`config.mk`:
```
export PLATFORM = sky130hd
export DESIGN_NAME = song_note_sequencer
export DESIGN_NICKNAME = d
export VERILOG_FILES = /design/src/rtl/song_note_sequencer_pkg.sv /design/src/rtl/song_note_sequencer_beat_timer.sv /design/src/rtl/song_note_sequencer.sv
export SDC_FILE = /design/constraint.sdc
export NUM_CORES = 1
export LEC_CHECK = 0
export CORE_MARGIN = 2
export CORE_UTILIZATION = 64
export DETAILED_ROUTE_END_ITERATION = 16
export PLACE_DENSITY = 0.85
export SETUP_SLACK_MARGIN = 0.5
export SLEW_MARGIN = 20
export SYNTH_ARGS = -nofsm -noshare
export SYNTH_HDL_FRONTEND = slang
export SYNTH_SLANG_ARGS = --single-unit
```
`constraint.sdc`:
```
create_clock -name clk -period 5.93 [get_ports clk]
set_clock_uncertainty 0.15 [all_clocks]
set_input_delay 0.8895 -clock clk [delete_from_list [all_inputs] [get_ports clk]]
set_output_delay 0.8895 -clock clk [all_outputs]
set_load 0.03 [all_outputs]
```
`src/rtl/song_note_sequencer_pkg.sv`:
```
// song_note_sequencer_pkg: song ROM entry layout, marker codes and FSM state encodings.
//   entry_t packs [7:5] note, [4:1] beats, [0] gap flag.
package song_note_sequencer_pkg;
   localparam int BEATS_W = 4;
   localparam logic [2:0] NOTE_REST = 3'd0;
   localparam logic [BEATS_W-1:0] BEATS_END = '0;
   localparam logic [2:0] S_IDLE  = 3'd0;
   localparam logic [2:0] S_FETCH = 3'd1;
   localparam logic [2:0] S_LATCH = 3'd2;
   localparam logic [2:0] S_PLAY  = 3'd3;
   localparam logic [2:0] S_GAP   = 3'd4;
   typedef struct packed {
      logic [2:0]         note;
      logic [BEATS_W-1:0] beats;
      logic               gap;
   } entry_t;
endpackage

```
`src/rtl/song_note_sequencer_beat_timer.sv`:
```
// song_note_sequencer_beat_timer: counts LEN cycles per beat over a loaded number of beats.
//   clk, rst_n : clock, async active-low reset
//   load       : restart with cycle count 0 and beat count = beats
//   run        : advance one cycle
//   expired    : high during the final cycle of the final beat (while run)
module song_note_sequencer_beat_timer
   import song_note_sequencer_pkg::*;
#(
   parameter int LEN = 4
) (
   input  logic               clk,
   input  logic               rst_n,
   input  logic               load,
   input  logic               run,
   input  logic [BEATS_W-1:0] beats,
   output logic               expired
);
   localparam int W = LEN > 1 ? $clog2(LEN) : 1;
   logic [W-1:0]       cnt;
   logic [BEATS_W-1:0] left;
   logic               wrap;
   assign wrap    = cnt == W'(LEN - 1);
   assign expired = run && wrap && left == BEATS_W'(1);
   always_ff @(posedge clk or negedge rst_n)
      if (!rst_n) begin
         cnt  <= '0;
         left <= '0;
      end else if (load) begin
         cnt  <= '0;
         left <= beats;
      end else if (run) begin
         cnt  <= wrap ? '0 : cnt + 1'b1;
         left <= wrap ? left - 1'b1 : left;
      end
endmodule

```
`src/rtl/song_note_sequencer.sv`:
```
// song_note_sequencer: steps a song ROM and drives note_number/en for the buzzer tone stage.
//   start/stop/loop_en : playback control (stop has priority)
//   rom_addr/rom_data  : synchronous song ROM, data valid one cycle after address
//   note_number/en     : registered note and tone enable
//   busy/done          : playback active, one-cycle natural end-of-song pulse
module song_note_sequencer
   import song_note_sequencer_pkg::*;
#(
   parameter int BEAT_CYCLES = 25_000_000,
   parameter int GAP_CYCLES  = 2_500_000,
   parameter int SONG_LEN    = 32,
   parameter int ADDR_W      = 5
) (
   input  logic              clk,
   input  logic              rst_n,
   input  logic              start,
   input  logic              stop,
   input  logic              loop_en,
   output logic [ADDR_W-1:0] rom_addr,
   input  logic [7:0]        rom_data,
   output logic [2:0]        note_number,
   output logic              en,
   output logic              busy,
   output logic              done
);
   logic [2:0] state;
   logic       gap_flag;
   logic       play_exp, gap_exp, step, song_end;
   entry_t     ent;
   assign ent = rom_data;
   // step: current entry finished normally; song_end: marker seen or last entry finished
   assign step     = (state == S_PLAY && play_exp && !gap_flag) || (state == S_GAP && gap_exp);
   assign song_end = (state == S_LATCH && ent.beats == BEATS_END) ||
                     (step && rom_addr == ADDR_W'(SONG_LEN - 1));
   song_note_sequencer_beat_timer #(.LEN(BEAT_CYCLES)) u_play (
      .clk(clk), .rst_n(rst_n), .load(state == S_LATCH), .run(state == S_PLAY),
      .beats(ent.beats), .expired(play_exp)
   );
   song_note_sequencer_beat_timer #(.LEN(GAP_CYCLES)) u_gap (
      .clk(clk), .rst_n(rst_n), .load(state == S_PLAY && play_exp), .run(state == S_GAP),
      .beats(BEATS_W'(1)), .expired(gap_exp)
   );
   always_ff @(posedge clk or negedge rst_n)
      if (!rst_n) begin
         state       <= S_IDLE;
         rom_addr    <= '0;
         note_number <= '0;
         en          <= 1'b0;
         busy        <= 1'b0;
         done        <= 1'b0;
         gap_flag    <= 1'b0;
      end else begin
         done <= 1'b0;
         if (stop) begin
            state       <= S_IDLE;
            rom_addr    <= '0;
            note_number <= '0;
            en          <= 1'b0;
            busy        <= 1'b0;
         end else if (song_end) begin
            if (loop_en) begin
               rom_addr <= '0;
               state    <= S_FETCH;
            end else begin
               state       <= S_IDLE;
               note_number <= '0;
               en          <= 1'b0;
               busy        <= 1'b0;
               done        <= 1'b1;
            end
         end else if (step) begin
            rom_addr <= rom_addr + 1'b1;
            state    <= S_FETCH;
         end else
            case (state)
               S_IDLE:
                  if (start) begin
                     rom_addr <= '0;
                     busy     <= 1'b1;
                     state    <= S_FETCH;
                  end
               S_FETCH: state <= S_LATCH;
               S_LATCH: begin
                  note_number <= ent.note;
                  en          <= ent.note != NOTE_REST;
                  gap_flag    <= ent.gap;
                  state       <= S_PLAY;
               end
               // only the gap case reaches here; the no-gap case is a step
               S_PLAY:
                  if (play_exp) begin
                     en    <= 1'b0;
                     state <= S_GAP;
                  end
               default: ;
            endcase
      end
endmodule

```
==> impl_metrics.yaml, run 1 <==
floorplanning:
  initial_core_util_pct: 66.9
  die-area_um2: 6880
  core-area_um2: 5960
  die_x_um: 82.9
  die_h_um: 82.9
  pin_count: 24
  rows: 28
sta:
  slew_violations: 0
  finalCritPeriodShare_pct: 56.6
  worstMarginPinSlew_ns: 0.956
  finalSetupViolations: 0
  tns_ns: 0
  rsz0062_at_grt: "false"
  finalHoldViolCount: 0
  fmax_mhz: 298
  relSlewSlack_pct: 36.1
  whs_ns: 0.365
  fin_crit_ns: 3.35
place:
  routabilityCongestion: 0.812
  hpwl_um: 5710
  io_buffers: 23
min_path:
  hold_class: "register to register"
layout:
  insertedDiodeCount: 0
  area_delta_synth_final_pct: 11.6
  fin_nets: 487
  final_cell_mix: "70 x dfrtp_1, 61 x nor2_1, 39 x nand2_1"
  drive_above_1_share_pct: 8.70
  layout_commonest_cell: "dfrtp_1"
pwr:
  vdd_ir_drop_max_mv: 0.197
  p_leak_nw: 1.81
  power_per_cell_area_nw_per_um2: 238
yosys:
  ys_async_sr_fraction_pct: 100
  synth_top_area_share_pct: 43.9
  syn_inst: 448
  avgSynthCellArea_um2: 8.90
  synth_area_leader_cell: "dfrtp_1"
  netlist_area_um2: 3990
  yosysSeqAreaShare_pct: 43.9
  ys_top_cells_by_area: "dfrtp_1 44%, xnor2_1 6.4%, nor2_1 5.7%, nand2_1 3.7%, nand3_1 2.9%"
  ys.flop_type: "dfrtp_1"
  synth-edff-count: 0
  syn_nets: 469
  yosysWarnings: 0
  ys_ff_latch: 70
  ys_types: 56
drt:
  drt-initial-drc-count: 301
  routed_wl_um: 8620
  vias: 3369
  avgRoutedWirePerCell_um: 15.8
  ant_nets: 0
  post-route-drc-count: 0
  firstDrtPassIters: 4
  via_per_inst: 6.17
cts:
  cts_tree: "yes"
  cts.sinks: 70
  cts_buffer_depth: 2
  post_cts_buffers: 0
  h-tree-depth: 3
  post_cts_resized: 0
  cts_buffers: 9
  postCtsHoldBufs: 0
  clk_latency_ns: 0.35
  cts-root-buf: "clkbuf_8"
  clk_pin_slew_ns: 0.08
run_status:
  status: "completed"
global_route:
  grt_max_degree: 71
  grt_pass1_wl_um: 15000
  antenna_found_initial: 0
  grt_pass1_vias: 3351
  grt_usage_pct: 26.2
  overflow: 0
critical_path:
  critPathMaxFanout: 20
  critPathArrivalTime_ns: 3.44
  worst-setup-path-type: "register to register"
  end_kind: "register"
  cp-start-kind: "register"
  required_ns: 6.02
run:
  cap_violations: 0
final timing paths:
kind                                       startpoint                    endpoint  slack [ns]  cells past startpoint
min                         u_play.cnt[3]$_DFFE_PN0P_   u_play.cnt[3]$_DFFE_PN0P_        0.37                      1
max in group asynchronous                       rst_n            busy$_DFFE_PN0P_        4.46                      2
min in group asynchronous                       rst_n  u_play.cnt[19]$_DFFE_PN0P_        0.58                      2
max                        u_play.cnt[10]$_DFFE_PN0P_    u_gap.cnt[5]$_DFFE_PN0P_        2.58                      6
max reg2reg                u_play.cnt[10]$_DFFE_PN0P_    u_gap.cnt[5]$_DFFE_PN0P_        2.58                      6
min reg2reg                 u_play.cnt[3]$_DFFE_PN0P_   u_play.cnt[3]$_DFFE_PN0P_        0.37                      1
routing by layer:
| metal | vias to the layer above | part of all wire, % | GRT usage (%) |
|---|---|---|---|
| met5 | - | 0 | 0 |
| met4 | 0 | 1.9 | 10.6 |
| met3 | 16 | 4.2 | 4.47 |
| met2 | 93 | 47 | 42.1 |
| met1 | 1634 | 47 | 35.4 |
| li1 | 1626 | - | - |
cells in the mapped netlist, types with 2 or more instances:
cell       number
and3_1          6
inv_1          20
nor2b_1         3
ha_1            8
nand2b_1        4
xor2_1          6
a211oi_1       14
nor3_1         15
o32ai_1         2
xnor2_1        29
o211ai_1        4
nand3_1        23
o21ai_1         9
nor3b_1         4
buf_2           3
clkbuf_1       15
dfrtp_1        70
o21ai_0        15
o22ai_1         3
nor4_1          4
buf_1           2
nor2_1         61
o31ai_1         5
or3_1           5
a21oi_1        19
nand4_1        13
nor4b_1         3
a21o_1          2
and2_1          6
a2111oi_2       4
nand2_1        39
or2_2           6
a211o_1         3
report_power, final:
part           internal (mW)  leakage [nW]  switching, mW
logic                 0.0602         0.769         0.0884
registers              0.511         0.951         0.0377
clock network          0.174        0.0913          0.186
critical path, stage by stage (launching register included):
cell     delay, ns
dfrtp_1       0.43
or4b_1        0.53
nor4_2        0.38
nand4_1       0.83
o31ai_2       0.53
buf_4         0.31
nor2_1        0.07
stage by stage:
stage	util, %	cells	worst slack, ns	power (mW)	area [µm²]
5_1_grt	74.7	546	2.26	1.10	4450
6_report	74.7	546	2.58	1.06	4450
3_5_place_dp	71.6	530	2.58	0.702	4260
4_1_cts	74.7	546	2.55	1.06	4450
3_3_place_gp	71.6	530	2.72	0.694	4260
2_1_floorplan	-	448	3.41	0.649	3990
sequential cells by signal, summed over array words and instances, names as in the netlist:
register,count
u_play.cnt,25
u_gap.cnt,22
rom_addr,5
u_gap.left,4
u_play.left,4
note_number,3
state,3
busy,1
done,1
en,1
gap_flag,1
kinds of logic after synthesis:
family	Yosys count	share of synthesized area, %
xor gates and xnor gates	35	7.69
muxes	2	0.534
DFF	70	43.9
and+or+nand+nor	201	25.5
buffers and inverters	40	3.86
adders and majority gates	8	2.51
AOI/OAI and AO/OA	92	15.9
layout make-up:
type | instances | area (µm²)
Multi-Input combinational cell | 338 | 2090
Tap cell | 75 | 93.8
Fill cell | 417 | 1510
Sequential cell | 70 | 1750
Inverter | 20 | 75.1
Clock buffer | 11 | 151
Clock inverter | 5 | 33.8
Timing Repair Buffer | 27 | 255
(Power assumes the default switching activity.)
==> run 2: changes to the inputs <==
Settings changed: CORE_UTILIZATION 64 to 54, PLACE_DENSITY 0.85 to 0.76.
Clock period 5.93 ns to 3 ns, I/O delays scaled along.
==> run 2 against run 1 <==
  * Sequential power rose by 99%
  * Count of clock-buffer cells in the layout rose by 2
  * Setup slack worse by 2.3 ns
  * Maximum frequency increased by 25%
  * Sequential cell count is the same
  * Non-clock buffer count is 39 higher
  * Wire length grew 15%
  * Clock power rose by 100%
  * Worst hold slack lost 0.22 ns
  * Final area increased by 15%
  * Largest cell class unchanged
  * Largest power group unchanged
==> impl_metrics.yaml, run 2 (synthesis results as in run 1) <==
drt:
  ant_nets: 0
  firstDrtPassIters: 5
  routed_wl_um: 9920
  avgRoutedWirePerCell_um: 16.3
  post-route-drc-count: 0
  via_per_inst: 5.92
  vias: 3614
  drt-initial-drc-count: 272
critical_path:
  end_kind: "register"
  cp_top_family: "simple AND/OR/NAND/NOR gates"
  crit_buf_inv: 3
  worst-setup-path-type: "register to register"
  critPathArrivalTime_ns: 2.77
  critPathMaxFanout: 6
  cp-start-kind: "register"
  path_cells: "or4b_4, nor4_4, buf_4, nand4_1, buf_6, buf_12, a2111oi_4, xnor2_1, nor2_1"
  required_ns: 3.09
  crit_slowest_cell: "or4b_4"
  slowest_delay_ns: 0.55
global_route:
  grt_usage_pct: 23.6
  overflow: 0
  grt_pass1_wl_um: 15600
  antenna_found_initial: 0
  grt_pass1_vias: 3302
  grt_max_degree: 71
sta:
  finalCritPeriodShare_pct: 89.3
  finalSetupViolations: 0
  slew_violations: 0
  relSlewSlack_pct: 40.7
  tns_ns: 0
  worst_slack_ns: 0.320
  fmax_mhz: 373
  fin_crit_ns: 2.68
  rsz0062_at_grt: "true"
  finalHoldViolCount: 0
  whs_ns: 0.146
  worstMarginPinSlew_ns: 0.889
min_path:
  hold_class: "input pin to asynchronous set/reset pin"
cts:
  postCtsHoldBufs: 0
  cts_buffers: 9
  cts_buffer_depth: 2
  clk_pin_slew_ns: 0.08
  cts_tree: "yes"
  cts-root-buf: "clkbuf_8"
  h-tree-depth: 3
  cts.sinks: 70
  clk_latency_ns: 0.35
layout:
  final_cell_mix: "69 x dfrtp_1, 58 x nor2_1, 39 x nand2_1"
  fin_nets: 527
  layout_commonest_cell: "dfrtp_1"
  top_register: "u_play.cnt"
  fin_util_pct: 70.8
  final_area_um2: 5110
  insertedDiodeCount: 0
  largest_register_ffs: 25
  top_regs: "u_play.cnt x25, u_gap.cnt x22, rom_addr x5"
  drive_above_1_share_pct: 21.9
  area_delta_synth_final_pct: 28.2
pwr:
  vdd_ir_drop_max_mv: 0.390
  p_leak_nw: 2.08
  power_per_cell_area_nw_per_um2: 416
place:
  placed_cell_area_um2: 4410
  routabilityCongestion: 0.813
  io_buffers: 23
  hpwl_um: 5660
  dp_slack_ns: 0.105
floorplanning:
  die_h_um: 89.9
  core-area_um2: 7210
  die_x_um: 89.9
  die-area_um2: 8090
  pin_count: 24
  rows: 31
  initial_core_util_pct: 55.3
run_status:
  status: "completed"
run:
  cap_violations: 0
==> run 2: final cells by class <==
| cell class | count | area (µm²) |
|---|---|---|
| inverters | 20 | 75.1 |
| flip-flops and latches | 70 | 1750 |
| clock buffers | 13 | 169 |
| well taps | 99 | 124 |
| repair buffers | 66 | 608 |
| fillers | 511 | 2110 |
| multi-input cells | 339 | 2360 |
| clock inverters | 3 | 17.5 |
==> run 2: worst paths after layout <==
check | slack, ns | from | cells past startpoint | to
setup / recovery | 0.32 | u_play.cnt[7]$_DFFE_PN0P_ | 9 | u_gap.cnt[21]$_DFFE_PN0P_
hold / removal | 0.15 | rst_n | 2 | u_play.left[1]$_DFFE_PN0P_
setup reg to reg | 0.32 | u_play.cnt[7]$_DFFE_PN0P_ | 9 | u_gap.cnt[21]$_DFFE_PN0P_
hold reg to reg | 0.34 | u_play.cnt[24]$_DFFE_PN0P_ | 1 | u_play.cnt[24]$_DFFE_PN0P_
max in group asynchronous | 1.93 | rst_n | 2 | state[1]$_DFFE_PN0P_
min in group clk | 0.34 | u_play.cnt[24]$_DFFE_PN0P_ | 1 | u_play.cnt[24]$_DFFE_PN0P_
==> run 2: stage by stage <==
stage	power, mW	instances
after floorplan	1.28	448
after global placement	1.39	566
after detailed placement	1.40	566
after CTS	2.12	599
after global routing	2.24	610
final	2.13	610
==> run 2: timing repair <==
item                       in CTS  in global routing
pin swaps                      21                 41
setup endpoints to repair      46                 44
gates resized for setup        28                 33
buffers inserted               13                 10
gates cloned                    4                  1
hold endpoints to repair        0                  0
==> run 2: power breakdown <==
group / leakage, nW / total (mW) / internal, mW / switching (mW)
Clock: 0.0954 / 0.725 / 0.366 / 0.360
Sequential: 0.950 / 1.09 / 1.01 / 0.0759
Combinational: 1.03 / 0.314 / 0.134 / 0.179
Total: 2.08 / 2.13 / 1.51 / 0.615
==> run 2: layer usage <==
metal	vias up	part of all wire [%]	GRT usage, %
met5	-	0	0
met4	0	2.6	7.82
met3	31	5.4	4.95
met2	140	47	37.2
met1	1741	45	32.8
li1	1702	-	-
==> run 3: changes to the inputs <==
Settings changed: CAP_MARGIN set to 20.
==> results of run 3 <==
Final layout, timing and power as in run 2 (identical DEF).
